$ cat config.mk
export PLATFORM = sky130hd
export DESIGN_NAME = fir_out_serializer
export DESIGN_NICKNAME = d
export VERILOG_FILES = /design/src/rtl/fir_pkg.sv /design/src/rtl/fir_sample_fifo.sv /design/src/rtl/fir_out_serializer.sv
export SDC_FILE = /design/constraint.sdc
export NUM_CORES = 1
export LEC_CHECK = 0
export BUFFER_PORTS_ARGS = -buffer_cell sky130_fd_sc_hd__clkbuf_2
export CAP_MARGIN = 40
export CORE_AREA = 2 2 83 85
export DETAILED_ROUTE_END_ITERATION = 8
export DIE_AREA = 0 0 85 87
export PLACE_DENSITY = 0.73
export SLEW_MARGIN = 20
export SYNTH_ARGS = -nofsm -noshare
export SYNTH_HDL_FRONTEND = slang
export SYNTH_HIERARCHICAL = 1
export SYNTH_SLANG_ARGS = --single-unit
$ cat constraint.sdc
create_clock -name clk -period 3.2 [get_ports clk]
set_input_delay 0.8 -clock clk [delete_from_list [all_inputs] [get_ports clk]]
set_output_delay 0.8 -clock clk [all_outputs]
set_load 0.005 [all_outputs]
$ cat src/rtl/fir_pkg.sv
// fir_pkg: shared widths and state encoding for the FIR output path.
package fir_pkg;
    localparam int FIR_DATA_W       = 16;
    localparam int BYTES_PER_SAMPLE = FIR_DATA_W / 8;
    typedef enum logic {IDLE, SEND} state_t;
endpackage

$ cat src/rtl/fir_sample_fifo.sv
// fir_sample_fifo: register FIFO; level alone tells full from empty, and a
// write on full is legal when a read happens in the same cycle.
module fir_sample_fifo #(
    parameter int DATA_W = 16,
    parameter int DEPTH  = 4,
    parameter int AW     = $clog2(DEPTH),
    parameter int LW     = $clog2(DEPTH) + 1
) (
    input  logic              clk,
    input  logic              rst_n,
    input  logic              wr_en,
    input  logic [DATA_W-1:0] wr_data,
    input  logic              rd_en,
    output logic [DATA_W-1:0] rd_data,
    output logic [LW-1:0]     level
);
    logic [DATA_W-1:0] mem [DEPTH];
    logic [AW-1:0]     wr_ptr, rd_ptr;

    assign rd_data = mem[rd_ptr];

    always_ff @(posedge clk) begin
        if (wr_en) mem[wr_ptr] <= wr_data;
    end

    always_ff @(posedge clk or negedge rst_n) begin
        if (!rst_n) begin
            wr_ptr <= '0;
            rd_ptr <= '0;
            level  <= '0;
        end else begin
            if (wr_en) wr_ptr <= wr_ptr + AW'(1);
            if (rd_en) rd_ptr <= rd_ptr + AW'(1);
            level <= level + LW'(wr_en) - LW'(rd_en);
        end
    end
endmodule

$ cat src/rtl/fir_out_serializer.sv
// fir_out_serializer: buffers filter samples and streams them MSB-first as
// bytes; never stalls the filter, drops on full and flags a sticky ovf.
module fir_out_serializer
    import fir_pkg::*;
#(
    parameter int DATA_W = FIR_DATA_W,
    parameter int DEPTH  = 4,
    parameter int LW     = $clog2(DEPTH) + 1
) (
    input  logic              clk,
    input  logic              rst_n,
    input  logic [DATA_W-1:0] s_data,
    input  logic              s_valid,
    output logic [7:0]        m_data,
    output logic              m_valid,
    input  logic              m_ready,
    output logic              m_first,
    output logic              ovf,
    input  logic              ovf_clr,
    output logic [LW-1:0]     level
);
    localparam int NB = DATA_W / 8;
    localparam int IW = NB > 1 ? $clog2(NB) : 1;

    state_t            state;
    logic [IW-1:0]     byte_idx;
    logic [DATA_W-1:0] shreg;
    logic [DATA_W-1:0] rd_data;
    logic              full, has_data, last, pop, wr_en, drop;

    assign full     = level == LW'(DEPTH);
    assign has_data = level != '0;
    assign last     = byte_idx == IW'(NB - 1);
    // SEND always has m_valid high, so m_ready alone marks a transfer there
    assign pop      = has_data && (state == IDLE || (m_ready && last));
    assign wr_en    = s_valid && (!full || pop);
    assign drop     = s_valid && full && !pop;

    fir_sample_fifo #(.DATA_W(DATA_W), .DEPTH(DEPTH)) u_fifo (
        .clk     (clk),
        .rst_n   (rst_n),
        .wr_en   (wr_en),
        .wr_data (s_data),
        .rd_en   (pop),
        .rd_data (rd_data),
        .level   (level)
    );

    always_ff @(posedge clk or negedge rst_n) begin
        if (!rst_n) begin
            state    <= IDLE;
            byte_idx <= '0;
            shreg    <= '0;
            m_data   <= '0;
            m_valid  <= 1'b0;
            m_first  <= 1'b0;
            ovf      <= 1'b0;
        end else begin
            ovf <= drop ? 1'b1 : ovf_clr ? 1'b0 : ovf;
            if (pop) begin
                state    <= SEND;
                byte_idx <= '0;
                shreg    <= rd_data << 8;
                m_data   <= rd_data[DATA_W-1 -: 8];
                m_valid  <= 1'b1;
                m_first  <= 1'b1;
            end else if (state == SEND && m_ready && !last) begin
                byte_idx <= byte_idx + IW'(1);
                shreg    <= shreg << 8;
                m_data   <= shreg[DATA_W-1 -: 8];
                m_first  <= 1'b0;
            end else if (state == SEND && m_ready) begin
                state    <= IDLE;
                m_valid  <= 1'b0;
                m_first  <= 1'b0;
            end
        end
    end
endmodule

# [Word-level counts from Yosys, hierarchy flattened]
# Memories as Yosys holds them, arrays and structs flattened.
# Cells that the tools add are included.
[op_classes] addsub=5 eq_ne=2 mux=15 bitwise_logic=1 reduce_logical=18
[op_table] operator="$mux W16" n=2
[op_table] operator="$mux W8" n=2
[op_table] operator="$mux W1" n=11
[op_table] operator="$logic_and A1 B1 Y1" n=7
[op_table] operator="$reduce_bool A2 Y1" n=3
[op_table] operator="$reduce_bool A3 Y1" n=2
[op_table] operator="$add A2 B1 Y2 const B" n=2
[op_table] operator="$add A3 B1 Y3" n=1
[op_table] operator="$eq A3 B3 Y1 const B" n=1
[op_table] operator="$logic_not A1 Y1" n=3
[op_table] operator="$sub A3 B1 Y3" n=1
[op_table] operator="$logic_or A1 B1 Y1" n=2
[op_table] operator="$ne A2 B2 Y1 const B" n=1
[op_table] operator="$reduce_and A2 Y1" n=1
[op_table] operator="$add A1 B1 Y1 const B" n=1
[op_table] operator="$not A1 Y1" n=1
[word_totals] regBits=35 mem_bits_rw=64 in_bits=21 output_inout_bits=14 word_cells=51 n_memories=1
[mem_list] memory="u_fifo.mem" words=4 word_bits=16 rd=1 rd_clocked_by_memory_dff=0 wr=1 line="fir_sample_fifo.sv:17" text="logic [DATA_W-1:0] mem [DEPTH];"

# [Depth between registers and ports, before layout]
# Gate-level depths: netlist (run 1).
[depth] ltp_word=7 depth_mapped=9 ltp_nobuf=9

# [By module]
# The synthesis (run 1) kept the hierarchy.
[modules_own_cells] module="fir_sample_fifo" n_inst=1 cells_each=116 area_each_um2=2727.6 seq_area_each_um2=2097.0
[modules_own_cells] module="fir_out_serializer" n_inst=1 cells_each=77 area_each_um2=945.9 seq_area_each_um2=500.5

# [Worst setup path before layout (run 1)]
# Ideal clock, no wire load.
[synth_path] path_kind="input -> register" startpoint="in m_ready" endpoint="reg u_fifo.level[2]" arrival_time_ns=2.506 required_ns=3.120 path_slack_ns=0.614 path_stages=9 n_path_buf=0 path_cell_list="a21boi_2 a31oi_1 inv_1 ha_1 inv_1 ha_1 fa_1 xnor2_1 xnor2_1"
[synth_via] elab_chain_len=7
[synth_lines] element="start, declared" line="fir_out_serializer.sv:16" text="input logic m_ready,"
[synth_lines] element="$logic_and A1 B1 Y1" line="fir_out_serializer.sv:35" text="assign pop = has_data && (state == IDLE || (m_ready && last));"
[synth_lines] element="$logic_or A1 B1 Y1" line="fir_out_serializer.sv:35"
[synth_lines] element="$logic_and A1 B1 Y1" line="fir_out_serializer.sv:35"
[synth_lines] element="$logic_or A1 B1 Y1" line="fir_out_serializer.sv:36" text="assign wr_en = s_valid && (!full || pop);"
[synth_lines] element="$logic_and A1 B1 Y1" line="fir_out_serializer.sv:36"
[synth_lines] element="via wr_en" line="fir_out_serializer.sv:29" text="logic full, has_data, last, pop, wr_en, drop;"
[synth_lines] element="$add A3 B1 Y3" line="fir_sample_fifo.sv:34" text="level <= level + LW'(wr_en) - LW'(rd_en);"
[synth_lines] element="$sub A3 B1 Y3" line="fir_sample_fifo.sv:34"
[synth_lines] element="end signal, assigned" line="fir_sample_fifo.sv:34"
[synth_lines] element="end, declared" line="fir_sample_fifo.sv:15" text="output logic [LW-1:0] level"
# The timed path passes the listed nets, and every way through them passes these cells.
# A chain may end at the register's enable or synchronous reset.

# [Worst setup path in the final report (run 1)]
# Ends and elaborated chain as after synthesis.

==> summary.md, run 1 <==
| Metric | Value |
|---|---|
| Outcome | `finished clean` |
| Arrival time of data at the critical path endpoint | `around 2.9 ns` |
| I/O pin count | `35` |
| Final-layout worst hold slack | `0.476 ns` |
| Required arrival time at the worst endpoint | `3.47 ns` |
| Crit path time final | `2.60 ns` |
| Chain of cells forming the critical path | `clkbuf_2 -> a21boi_2 -> a31oi_1 -> inv_1 -> ha_1 -> inv_1 -> ha_1 -> fa_1 -> xnor2_1 -> xnor2_1` |
| Slew @ Worst Pin | `0.778 ns` |
| Antenna violations before repair | `0` |
| Detailed placement HPWL | `3650 um` |
| Worst Path Class, Setup | `in -> reg` |
| Main synth FF type | `edfxtp_1` |
| Source of the worst hold timing path | `m_first` |
| Worst hold endpoint | `m_first` |
| Depth of the critical timing path with buffers and inverters included | `10` |
| Cells after Synth | `just under 200` |
| Setup tns final | `0 ns` |
| Element type at the critical path end | `flop` |
| Effective utilization at floorplan | `55.9%` |
| Worst clock skew on the final layout | `0.0102 ns` |
| Final count of hold timing violations | `0` |
| Maximum clock frequency | `385 MHz` |
| Insertion delay of the later-clocked pin in the worst-skew pair | `0.35 ns` |
| Root Buffer Master | `clkbuf_8` |
| Count of synthesis-stage warnings from yosys | `6` |
| Final Power | `3.74 mW` |
| Vertical die dimension | `87 um` |
| Count of H-tree levels built during CTS | `3` |
| Worst-path cell with the longest stage delay | `a31oi_1` |
| GPL Wtd Cong | `~0.76` |
| Wire length of the first global-routing pass | `around 9000 um` |
| Distinct cells, synth | `28` |
| Number of cell rows | `30` |
| Number of antenna-violating nets in the routed design | `0` |
| Number of buffers inserted to repair setup after CTS | `0` |
| Input/output buffers | `34` |
| Post-cts gate resize count | `0` |
| CTS buffer count | `9` |
| Share of async-settable or async-resettable flops after synthesis | `29.7%` |
| Synth Register Bits | `91` |
| Area growth, synth to finish | `12.7%` |
| Syn Nets | `221` |
| Reg-to-Reg End | `u_fifo/level[2]` |
| Number of global-route vias before repair | `between 1500 and 2000` |
| Power per standard cell area | `~900 mW/mm2` |
| Fraction of final layout cells sized beyond drive strength 1 | `32.9%` |
| Total wirelength of the detailed-routed design | `5820 um` |
| Leading cell types in the layout, fill and taps excluded | `edfxtp_1, clkbuf_2, dfrtp_1, inv_1, mux2_2` |
| Cell class contributing the biggest share of worst-path delay | `adder cells` |
| Cells taking the most area after synthesis | `edfxtp_1, dfrtp_1, mux4_1` |
| Routed wire length per instance | `18.0 um` |
| Buffer levels on the longest clock path | `2` |
| Headroom to the max-slew limit | `48.1%` |
| Antenna diode count | `0` |
| Setup WS pre-CTS | `0.257 ns` |
| Most common library cell in the layout ignoring fill and taps | `edfxtp_1` |
| Pin count of the biggest net entering global routing | `28` |
| Min-Delay Path Class | `reg -> reg` |
| Area enclosed by the die boundary | `between 0.007 and 0.008 mm2` |
| Internal reg-to-reg setup slack | `0.66 ns` |
| RSZ-0062 raised after global routing | `no` |
| Overall routing resource usage | `17.2%` |
| Worst setup slack after layout | `around 0.60 ns` |
| Peak supply drop | `0.591 mV` |
| Nature of the critical path startpoint | `input port` |
| TritonCTS Sinks | `91` |
| Crit path buffers/inverters | `3` |
| Number of optimization iterations in the first detailed-route pass | `4` |
| Share of the synthesized area in the top cell type | `52.3%` |
| Register-to-Register Path Depth | `9` |
| Clock tree from TritonCTS | `built` |
| Mapped Area | `0.00367 mm2` |
| Cell type with the largest total area after synthesis | `edfxtp_1` |
| Number of nets in the final layout | `266` |
| Number of enable flip-flop cells after synthesis | `64` |
| Leakage component of the power | `1.64 nW` |
| Clock transition time at the flip-flop clock pins of the worst setup and hold paths | `0.08 ns` |
| Fraction of the yosys area taken by sequential cells | `70.7%` |
| Worst Path Max Fanout | `8` |
| Mean area per synthesized cell | `19.0 um2` |
| Hold buffer count at cts | `0` |
| Final period utilization | `between 80% and 90%` |
| Reported max-cap violation count | `0` |
| Starting DRC count in detailed routing | `110` |
| Maximum cell stage delay along the critical path | `0.53 ns` |
| Per-cell via count in the routed design | `5.44` |
| Global route total overflow | `0` |
| Detailed-route via count | `1758` |
| Count of endpoints failing setup in the final report | `0` |
| Detailed-route DRC error count | `0` |
| Final number of max-transition violations | `0` |
| Source of the worst register-to-register timing path | `state` |
| Worst hold stages | `1` |
| Placeable core region | `roughly 0.0066 mm2` |
| Die boundary width | `85 um` |
## area by class of cell
class | instances | area [um2]
flip-flops and latches | 91 | 2600
clock inverters | 5 | 78.8
multi-input cells | 80 | 956
well taps | 80 | 100
fillers | 468 | 2430
inverters | 16 | 60.1
clock buffers | 11 | 131
repair buffers | 40 | 215
## worst reg2reg max path: stages, from the launching register on
cell	delay, ns
dfrtp_1	0.43
a21boi_2	0.21
a31oi_1	0.53
inv_1	0.10
ha_1	0.29
inv_1	0.04
ha_1	0.18
fa_1	0.37
xnor2_1	0.19
xnor2_1	0.13
## per-stage QoR
step | cells | utilization, % | instance area, um2
after CTS | 323 | 63.0 | 4140
after floorplan | 193 | - | 3670
after global placement | 307 | 59.8 | 3930
after detailed placement | 307 | 59.8 | 3930
final | 323 | 63.0 | 4140
after global routing | 323 | 63.0 | 4140
## power by group
group          internal [mW]  total [mW]  switching [mW]
sequential              1.61        1.80           0.193
combinational          0.603        1.13           0.523
clock                  0.438       0.811           0.373
## how the worst max path moves through the flow
stage	to	start	slack, ns
finish	u_fifo/level[2]	m_ready	0.60
global route	u_fifo/level[2]	m_ready	0.46
CTS	u_fifo/level[2]	m_ready	0.63
detailed placement	u_fifo/level[2]	m_ready	0.26
global placement	u_fifo/level[2]	m_ready	0.33
floorplan	u_fifo/level[2]	m_ready	0.61
## Yosys cell counts, types with 2 or more instances
master / number
mux4_1: 8
mux2i_1: 8
xnor2_1: 3
inv_1: 16
buf_2: 2
xor2_1: 2
nand2_1: 12
ha_1: 6
o21ai_0: 3
buf_6: 2
dfrtp_1: 27
mux2_2: 15
edfxtp_1: 64
mux4_2: 8
and2_1: 4
## routing by layer
metal,global-route usage [%],share of wire (%)
met1,22.1,45
met2,28.1,50
met4,8.23,1.5
met5,0,0
met3,3.89,3.6
## sequential cells by signal, summed over array words and instances (netlist names)
| name | cells |
|---|---|
| ovf | 1 |
| u_fifo/rd_ptr | 2 |
| byte_idx | 1 |
| m_first | 1 |
| u_fifo/mem | 64 |
| m_data | 8 |
| state | 1 |
| u_fifo/level | 3 |
| shreg | 8 |
| u_fifo/wr_ptr | 2 |
## cell families (layout without fill, tap and decap cells)
kind of cell | after synthesis | in the layout | synth area share [%]
DFF | 91 | 91 | 70.7
buffers and inverters | 22 | 72 | 3.27
xor gates and xnor gates | 5 | 5 | 1.19
AOI/OAI and AO/OA | 6 | 6 | 1.09
muxes | 40 | 40 | 17.8
and+or+nand+nor | 22 | 22 | 3.34
adders and majority gates | 7 | 7 | 2.59
(Power assumes the default switching activity.)
==> run 2: changes to the inputs <==
==> constraint.sdc (replaced) <==
create_clock -name clk -period 2.4 [get_ports clk]
set_input_delay 0.6 -clock clk [delete_from_list [all_inputs] [get_ports clk]]
set_output_delay 0.6 -clock clk [all_outputs]
set_load 0.005 [all_outputs]
==> run 2 against run 1 <==
Effect of this change: non-clock buffer count is 5 higher; first-iteration DRC count is 24% higher; via count is 0.80% higher; register-to-register slack worse by 0.48 ns; sequential share of layout area is 1.8 points lower; hold slack worse by 0.20 ns; total power is 41% higher; clock skew is 0.0044 ns lower; final cell count is 1.5% higher; largest cell class unchanged; highest routed layer unchanged.
==> summary.md, run 2 (same netlist as run 1, synthesis figures left out) <==
| Metric | Value |
|---|---|
| Number of flip-flops under the largest register name | `64 (unchanged)` |
| Insertion delay of the later-clocked pin in the worst-skew pair | `0.35 ns (about the same)` |
| Setup tns final | `0 ns (unchanged)` |
| Detailed-route DRC error count | `0 (unchanged)` |
| Headroom to the max-slew limit | `53.6% (was 48.1%)` |
| Nature of the critical path startpoint | `flop (was input port)` |
| Area of the multi-input gates | `956 um2 (unchanged)` |
| Number of antenna-violating nets in the routed design | `0 (unchanged)` |
| Buffer levels on the longest clock path | `2 (unchanged)` |
| Total wirelength of the detailed-routed design | `5700 um (was 5820 um)` |
| Post-cts gate resize count | `0 (unchanged)` |
| Power per standard cell area | `1240 mW/mm2 (was 904 mW/mm2)` |
| Crit path time final | `2.22 ns` |
| Area growth, synth to finish | `15.9% (was 12.7%)` |
| Die boundary width | `85 um (unchanged)` |
| Worst Path Max Fanout | `4 (was 8)` |
| Vertical die dimension | `87 um (unchanged)` |
| Outcome | `finished clean (unchanged)` |
| Final period utilization | `92.5%` |
| Final count of hold timing violations | `0 (unchanged)` |
| Hold buffer count at cts | `0 (unchanged)` |
| Maximum cell stage delay along the critical path | `0.44 ns (was 0.53 ns)` |
| Routed wire length per instance | `17.4 um (was 18.0 um)` |
| Sequential cell area | `0.00260 mm2 (unchanged)` |
| CTS buffer count | `9 (unchanged)` |
| Final number of max-transition violations | `0 (unchanged)` |
| Antenna violations before repair | `0 (unchanged)` |
| Wire length of the first global-routing pass | `9230 um (was 9210 um)` |
| Element type at the critical path end | `flop (unchanged)` |
| Largest regs | `u_fifo/mem (64), m_data (8), shreg (8) (unchanged)` |
| Peak supply drop | `0.714 mV (was 0.591 mV)` |
| Reported max-cap violation count | `0 (unchanged)` |
| RSZ-0062 raised after global routing | `no (unchanged)` |
| Number of cell rows | `30 (unchanged)` |
| Most common library cell in the layout ignoring fill and taps | `edfxtp_1 (unchanged)` |
| Count of H-tree levels built during CTS | `3 (unchanged)` |
| Chain of cells forming the critical path | `a21boi_2 -> a31oi_1 -> inv_1 -> ha_1 -> inv_1 -> ha_1 -> fa_1 -> xnor2_1 -> xnor2_1 (was clkbuf_2 -> a21boi_2 -> a31oi_1 -> inv_1 -> ha_1 -> inv_1 -> ha_1 -> fa_1 -> xnor2_1 -> xnor2_1)` |
| Area enclosed by the die boundary | `0.00740 mm2 (unchanged)` |
| Global route total overflow | `0 (unchanged)` |
| Min-Delay Path Class | `in -> async (was reg -> reg)` |
| Register bank with the most flops | `u_fifo/mem (unchanged)` |
| Slew @ Worst Pin | `0.695 ns (was 0.778 ns)` |
| Leakage component of the power | `1.70 nW (was 1.64 nW)` |
| Input/output buffers | `34 (unchanged)` |
| Leading cell types in the layout, fill and taps excluded | `edfxtp_1, clkbuf_2, dfrtp_1, inv_1, mux2_2 (unchanged)` |
| Number of optimization iterations in the first detailed-route pass | `4 (unchanged)` |
| Starting DRC count in detailed routing | `136 (was 110)` |
| I/O pin count | `35 (unchanged)` |
| Detailed-route via count | `1772 (was 1758)` |
| Antenna diode count | `0 (unchanged)` |
| Final Power | `5.27 mW (was 3.74 mW)` |
| Arrival time of data at the critical path endpoint | `2.50 ns (was 2.87 ns)` |
| Maximum clock frequency | `451 MHz` |
| Worst Path Class, Setup | `reg -> reg (was in -> reg)` |
| Per-cell via count in the routed design | `5.40 (was 5.44)` |
| Fillcell total | `472 (was 468)` |
| Detailed placement HPWL | `3540 um (was 3650 um)` |
| Count of endpoints failing setup in the final report | `0 (unchanged)` |
| GPL Wtd Cong | `0.795 (was 0.764)` |
| Root Buffer Master | `clkbuf_8 (unchanged)` |
| Overall routing resource usage | `17.0% (was 17.2%)` |
| Clock tree from TritonCTS | `built (unchanged)` |
| Effective utilization at floorplan | `55.9% (unchanged)` |
| Fraction of final layout cells sized beyond drive strength 1 | `35.1% (was 32.9%)` |
| TritonCTS Sinks | `91 (unchanged)` |
| Pin count of the biggest net entering global routing | `28 (unchanged)` |
| Placeable core region | `0.00657 mm2 (unchanged)` |
| Number of buffers inserted to repair setup after CTS | `0 (unchanged)` |
| Worst clock skew on the final layout | `0.00578 ns (was 0.0102 ns)` |
| Worst-path cell with the longest stage delay | `dfrtp_1 (was a31oi_1)` |
| Number of nets in the final layout | `271 (was 266)` |
| Required arrival time at the worst endpoint | `2.68 ns (was 3.47 ns)` |
| Clock transition time at the flip-flop clock pins of the worst setup and hold paths | `0.08 ns (about the same)` |
| Number of global-route vias before repair | `1758 (was 1760)` |
-- run 2: changes by cell type in the layout (fill, tap and decap cells not counted), sizes merged --
cell / change
inv: +1
clkinv: -1
clkbuf: -1
buf: +5
bufinv: +2
clkinvlp: -1
-- run 2: area by class of cell --
| class | instances | share of cell area [%] |
|---|---|---|
| repair buffers | 45 | 6.58 |
| flip-flops and latches | 91 | 61.0 |
| clock buffers | 10 | 3.00 |
| clock inverters | 6 | 3.20 |
| multi-input cells | 80 | 22.5 |
| inverters | 16 | 1.41 |
| well taps | 80 | 2.35 |
-- run 2: metrics by stage --
step                cells  util (%)  cell area (um2)  setup slack (ns)  hold slack [ns]
floorplan             193         -             3670            0.0137            0.304
global placement      309      60.2             3960            0.0448            0.464
detailed placement    309      60.2             3960            0.0222            0.467
CTS                   325      64.2             4220             0.166            0.294
global route          328      64.8             4260           0.00471            0.319
finish                328      64.8             4260             0.181            0.275
-- run 2: worst paths after layout --
kind                         start               to  slack (ns)  cells after the start
max                          state  u_fifo/level[2]        0.18                      9
min                          rst_n  u_fifo/level[1]        0.28                      1
max reg2reg                  state  u_fifo/level[2]        0.18                      9
min reg2reg                m_first          m_first        0.48                      1
max in group asynchronous    rst_n         byte_idx        1.67                      1
min in group clk           ovf_clr              ovf        0.44                      2
-- run 2: where the power goes --
group / internal [mW] / leakage [nW] / switching (mW)
Clock: 0.801 / 0.127 / 0.512
Sequential: 2.15 / 0.912 / 0.246
Combinational: 0.865 / 0.666 / 0.696
-- run 2: per-layer routing --
metal	wire [um]	vias to the layer above	track usage, %
met1	2490	892	22.4
met5	0	-	0
met2	2840	46	27.4
met3	281	10	3.89
met4	97	0	7.79
li1	-	824	-
-- run 2: worst max-delay path: cells and delay by family (launching register included) --
family,cells,cell delay (ns)
fa+ha+maj,3,0.82
compound gates,2,0.46
flops,1,0.44
xor+xnor,2,0.32
buf+inv,2,0.10
==> run 3: changes to the inputs <==
--- a/config.mk
+++ b/config.mk
@@ -7,10 +7,11 @@
 export LEC_CHECK = 0
 export BUFFER_PORTS_ARGS = -buffer_cell sky130_fd_sc_hd__clkbuf_2
 export CAP_MARGIN = 40
-export CORE_AREA = 2 2 83 85
+export CORE_AREA = 2 2 101 103
 export DETAILED_ROUTE_END_ITERATION = 8
-export DIE_AREA = 0 0 85 87
-export PLACE_DENSITY = 0.73
+export DIE_AREA = 0 0 103 105
+export GPL_ROUTABILITY_DRIVEN = 1
+export PLACE_DENSITY = 0.51
 export SLEW_MARGIN = 20
 export SYNTH_ARGS = -nofsm -noshare
 export SYNTH_HDL_FRONTEND = slang
==> run 3 against run 2 <==
Effect of this change: critical endpoint unchanged; die area rose by 46%; count of clock-buffer cells in the layout fell by 1; sequential share of layout area down 0.25 points; register-to-register slack improved by 0.02 ns; worst setup slack better by 0.019 ns; wire length is 6.5% higher; final area rose by 0.41%; global-route usage shrank 4.9 points; combinational power is essentially flat; total power down 3.8%.
==> summary.md, run 3 (same netlist as run 1, synthesis figures left out) <==
| Metric | Value |
|---|---|
| Outcome | `finished clean (unchanged)` |
| Worst setup slack after layout | `0.200 ns (was 0.181 ns)` |
| Number of nets in the final layout | `271 (unchanged)` |
| Headroom to the max-slew limit | `53.9% (was 53.6%)` |
| Global route total overflow | `0 (unchanged)` |
| Root Buffer Master | `clkbuf_8 (unchanged)` |
| Slew @ Worst Pin | `0.692 ns (was 0.695 ns)` |
| Required arrival time at the worst endpoint | `2.68 ns (about the same)` |
| Number of antenna-violating nets in the routed design | `0 (unchanged)` |
| Routed wire length per instance | `15.9 um (was 17.4 um)` |
| Input/output buffers | `34 (unchanged)` |
| Reported max-cap violation count | `0 (unchanged)` |
| Number of optimization iterations in the first detailed-route pass | `4 (unchanged)` |
| Number of global-route vias before repair | `1810 (was 1758)` |
| TritonCTS Sinks | `91 (unchanged)` |
| Placeable core region | `0.00964 mm2 (was 0.00657 mm2)` |
| Final number of max-transition violations | `0 (unchanged)` |
| Clock transition time at the flip-flop clock pins of the worst setup and hold paths | `0.09 ns (was 0.08 ns)` |
| RSZ-0062 raised after global routing | `no (unchanged)` |
| Source of the worst register-to-register timing path | `u_fifo/level[1] (was state)` |
| Area enclosed by the die boundary | `0.0108 mm2 (was 0.00740 mm2)` |
| Number of cell rows | `36 (was 30)` |
| Register-to-Register Path Depth | `8 (was 9)` |
| Starting DRC count in detailed routing | `81 (was 136)` |
| Crit path time final | `2.20 ns (was 2.22 ns)` |
| Insertion delay of the later-clocked pin in the worst-skew pair | `0.35 ns (about the same)` |
| Final count of hold timing violations | `0 (unchanged)` |
| Hold buffer count at cts | `0 (unchanged)` |
| Most common library cell in the layout ignoring fill and taps | `edfxtp_1 (unchanged)` |
| Worst Path Max Fanout | `4 (unchanged)` |
| GPL Wtd Cong | `0.709 (was 0.795)` |
| Antenna diode count | `0 (unchanged)` |
| Effective utilization at floorplan | `38.1% (was 55.9%)` |
| Leakage component of the power | `1.68 nW (was 1.70 nW)` |
| Per-cell via count in the routed design | `4.57 (was 5.40)` |
| Power per standard cell area | `1190 mW/mm2 (was 1240 mW/mm2)` |
| Total wirelength of the detailed-routed design | `6070 um (was 5700 um)` |
| Count of endpoints failing setup in the final report | `0 (unchanged)` |
| Final period utilization | `91.7% (was 92.5%)` |
| Clock tree from TritonCTS | `built (unchanged)` |
| Number of buffers inserted to repair setup after CTS | `0 (unchanged)` |
| Element type at the critical path end | `flop (unchanged)` |
| Area growth, synth to finish | `16.4% (was 15.9%)` |
| Post-cts gate resize count | `0 (unchanged)` |
| Antenna violations before repair | `0 (unchanged)` |
| Sequential cell area | `0.00260 mm2 (unchanged)` |
| Detailed-route DRC error count | `0 (unchanged)` |
| Overall routing resource usage | `12.1% (was 17.0%)` |
| Largest regs | `u_fifo/mem (64), m_data (8), shreg (8) (unchanged)` |
| Nature of the critical path startpoint | `flop (unchanged)` |
| Number of flip-flops under the largest register name | `64 (unchanged)` |
| Vertical die dimension | `105 um (was 87 um)` |
| Detailed-route via count | `1742 (was 1772)` |
| CTS buffer count | `9 (unchanged)` |
| Fraction of final layout cells sized beyond drive strength 1 | `35.5% (was 35.1%)` |
| Detailed placement HPWL | `3910 um (was 3540 um)` |
| Worst Path Class, Setup | `reg -> reg (unchanged)` |
| Wire length of the first global-routing pass | `9520 um (was 9230 um)` |
| Fillcell total | `891 (was 472)` |
| Arrival time of data at the critical path endpoint | `2.48 ns (was 2.50 ns)` |
| Internal reg-to-reg setup slack | `0.20 ns (was 0.18 ns)` |
| Pin count of the biggest net entering global routing | `28 (unchanged)` |
| Count of H-tree levels built during CTS | `3 (unchanged)` |
| Buffer levels on the longest clock path | `2 (unchanged)` |
| Worst clock skew on the final layout | `0.00872 ns (was 0.00578 ns)` |
| Leading cell types in the layout, fill and taps excluded | `edfxtp_1, clkbuf_2, dfrtp_1, inv_1, mux2_2 (unchanged)` |
| I/O pin count | `35 (unchanged)` |
| Min-Delay Path Class | `in -> async (unchanged)` |
| Area of the multi-input gates | `962 um2 (was 956 um2)` |
| Die boundary width | `103 um (was 85 um)` |
| Setup tns final | `0 ns (unchanged)` |
| Reg-to-Reg End | `u_fifo/level[2] (unchanged)` |
| Register bank with the most flops | `u_fifo/mem (unchanged)` |
| Setup WS pre-CTS | `0.00991 ns (was 0.0222 ns)` |
| Peak supply drop | `0.423 mV (was 0.714 mV)` |
| Maximum clock frequency | `455 MHz (was 451 MHz)` |
run 3: cell types whose count changed in the layout (fill, tap and decap cells not counted):
| cell | before | now |
|---|---|---|
| clkinv_2 | 0 | 1 |
| a31oi_2 | 0 | 1 |
| clkinvlp_4 | 1 | 2 |
| bufinv_16 | 4 | 2 |
| inv_6 | 1 | 0 |
| a31oi_1 | 1 | 0 |
| clkinv_1 | 0 | 1 |
| buf_8 | 1 | 0 |
| clkbuf_1 | 1 | 0 |
| buf_4 | 7 | 8 |
| clkinv_4 | 0 | 1 |
run 3: stage by stage:
step / cells / hold slack [ns] / total power [mW] / cell area [um2] / util [%]
global route: 381 / 0.314 / 5.40 / 4280 / 44.4
global placement: 363 / 0.462 / 4.00 / 4030 / 41.8
floorplan: 193 / 0.304 / 3.53 / 3670 / -
detailed placement: 364 / 0.466 / 4.03 / 4040 / 41.9
finish: 381 / 0.273 / 5.07 / 4280 / 44.4
CTS: 380 / 0.286 / 5.14 / 4260 / 44.2
run 3: cell type report:
| class | instances | area share, % |
|---|---|---|
| Clock inverter | 7 | 2.17 |
| Tap cell | 133 | 3.89 |
| Timing Repair Buffer | 45 | 6.38 |
| Inverter | 16 | 1.40 |
| Sequential cell | 91 | 60.8 |
| Clock buffer | 9 | 2.90 |
| Multi-Input combinational cell | 80 | 22.5 |
run 3: metal layers:
| metal | vias to the layer above | wire length (um) | track usage, % |
|---|---|---|---|
| met5 | - | 0 | 0 |
| met4 | 0 | 109 | 5.36 |
| met3 | 8 | 191 | 3.08 |
| met2 | 32 | 3060 | 20.2 |
| met1 | 876 | 2710 | 14.7 |
| li1 | 826 | - | - |
run 3: worst max path at each step:
stage | from | endpoint | slack [ns] | cells after the start
after global routing | state | u_fifo/level[2] | 0.03 | 9
after global placement | m_ready | u_fifo/level[2] | 0.04 | 10
after floorplan | m_ready | u_fifo/level[2] | 0.01 | 9
final | u_fifo/level[1] | u_fifo/level[2] | 0.20 | 8
after detailed placement | m_ready | u_fifo/level[2] | 0.01 | 10
after CTS | state | u_fifo/level[2] | 0.15 | 9
run 3: critical path, cell delays in order (launching register included):
cell     delay [ns]
dfrtp_1        0.43
nor3_1         0.44
nor2_4         0.05
ha_1           0.28
inv_1          0.03
ha_1           0.18
fa_1           0.38
xnor2_1        0.20
xnor2_1        0.13
run 3: power by group:
part | switching (mW) | internal (mW)
logic | 0.722 | 0.857
registers | 0.242 | 2.15
clock network | 0.516 | 0.582
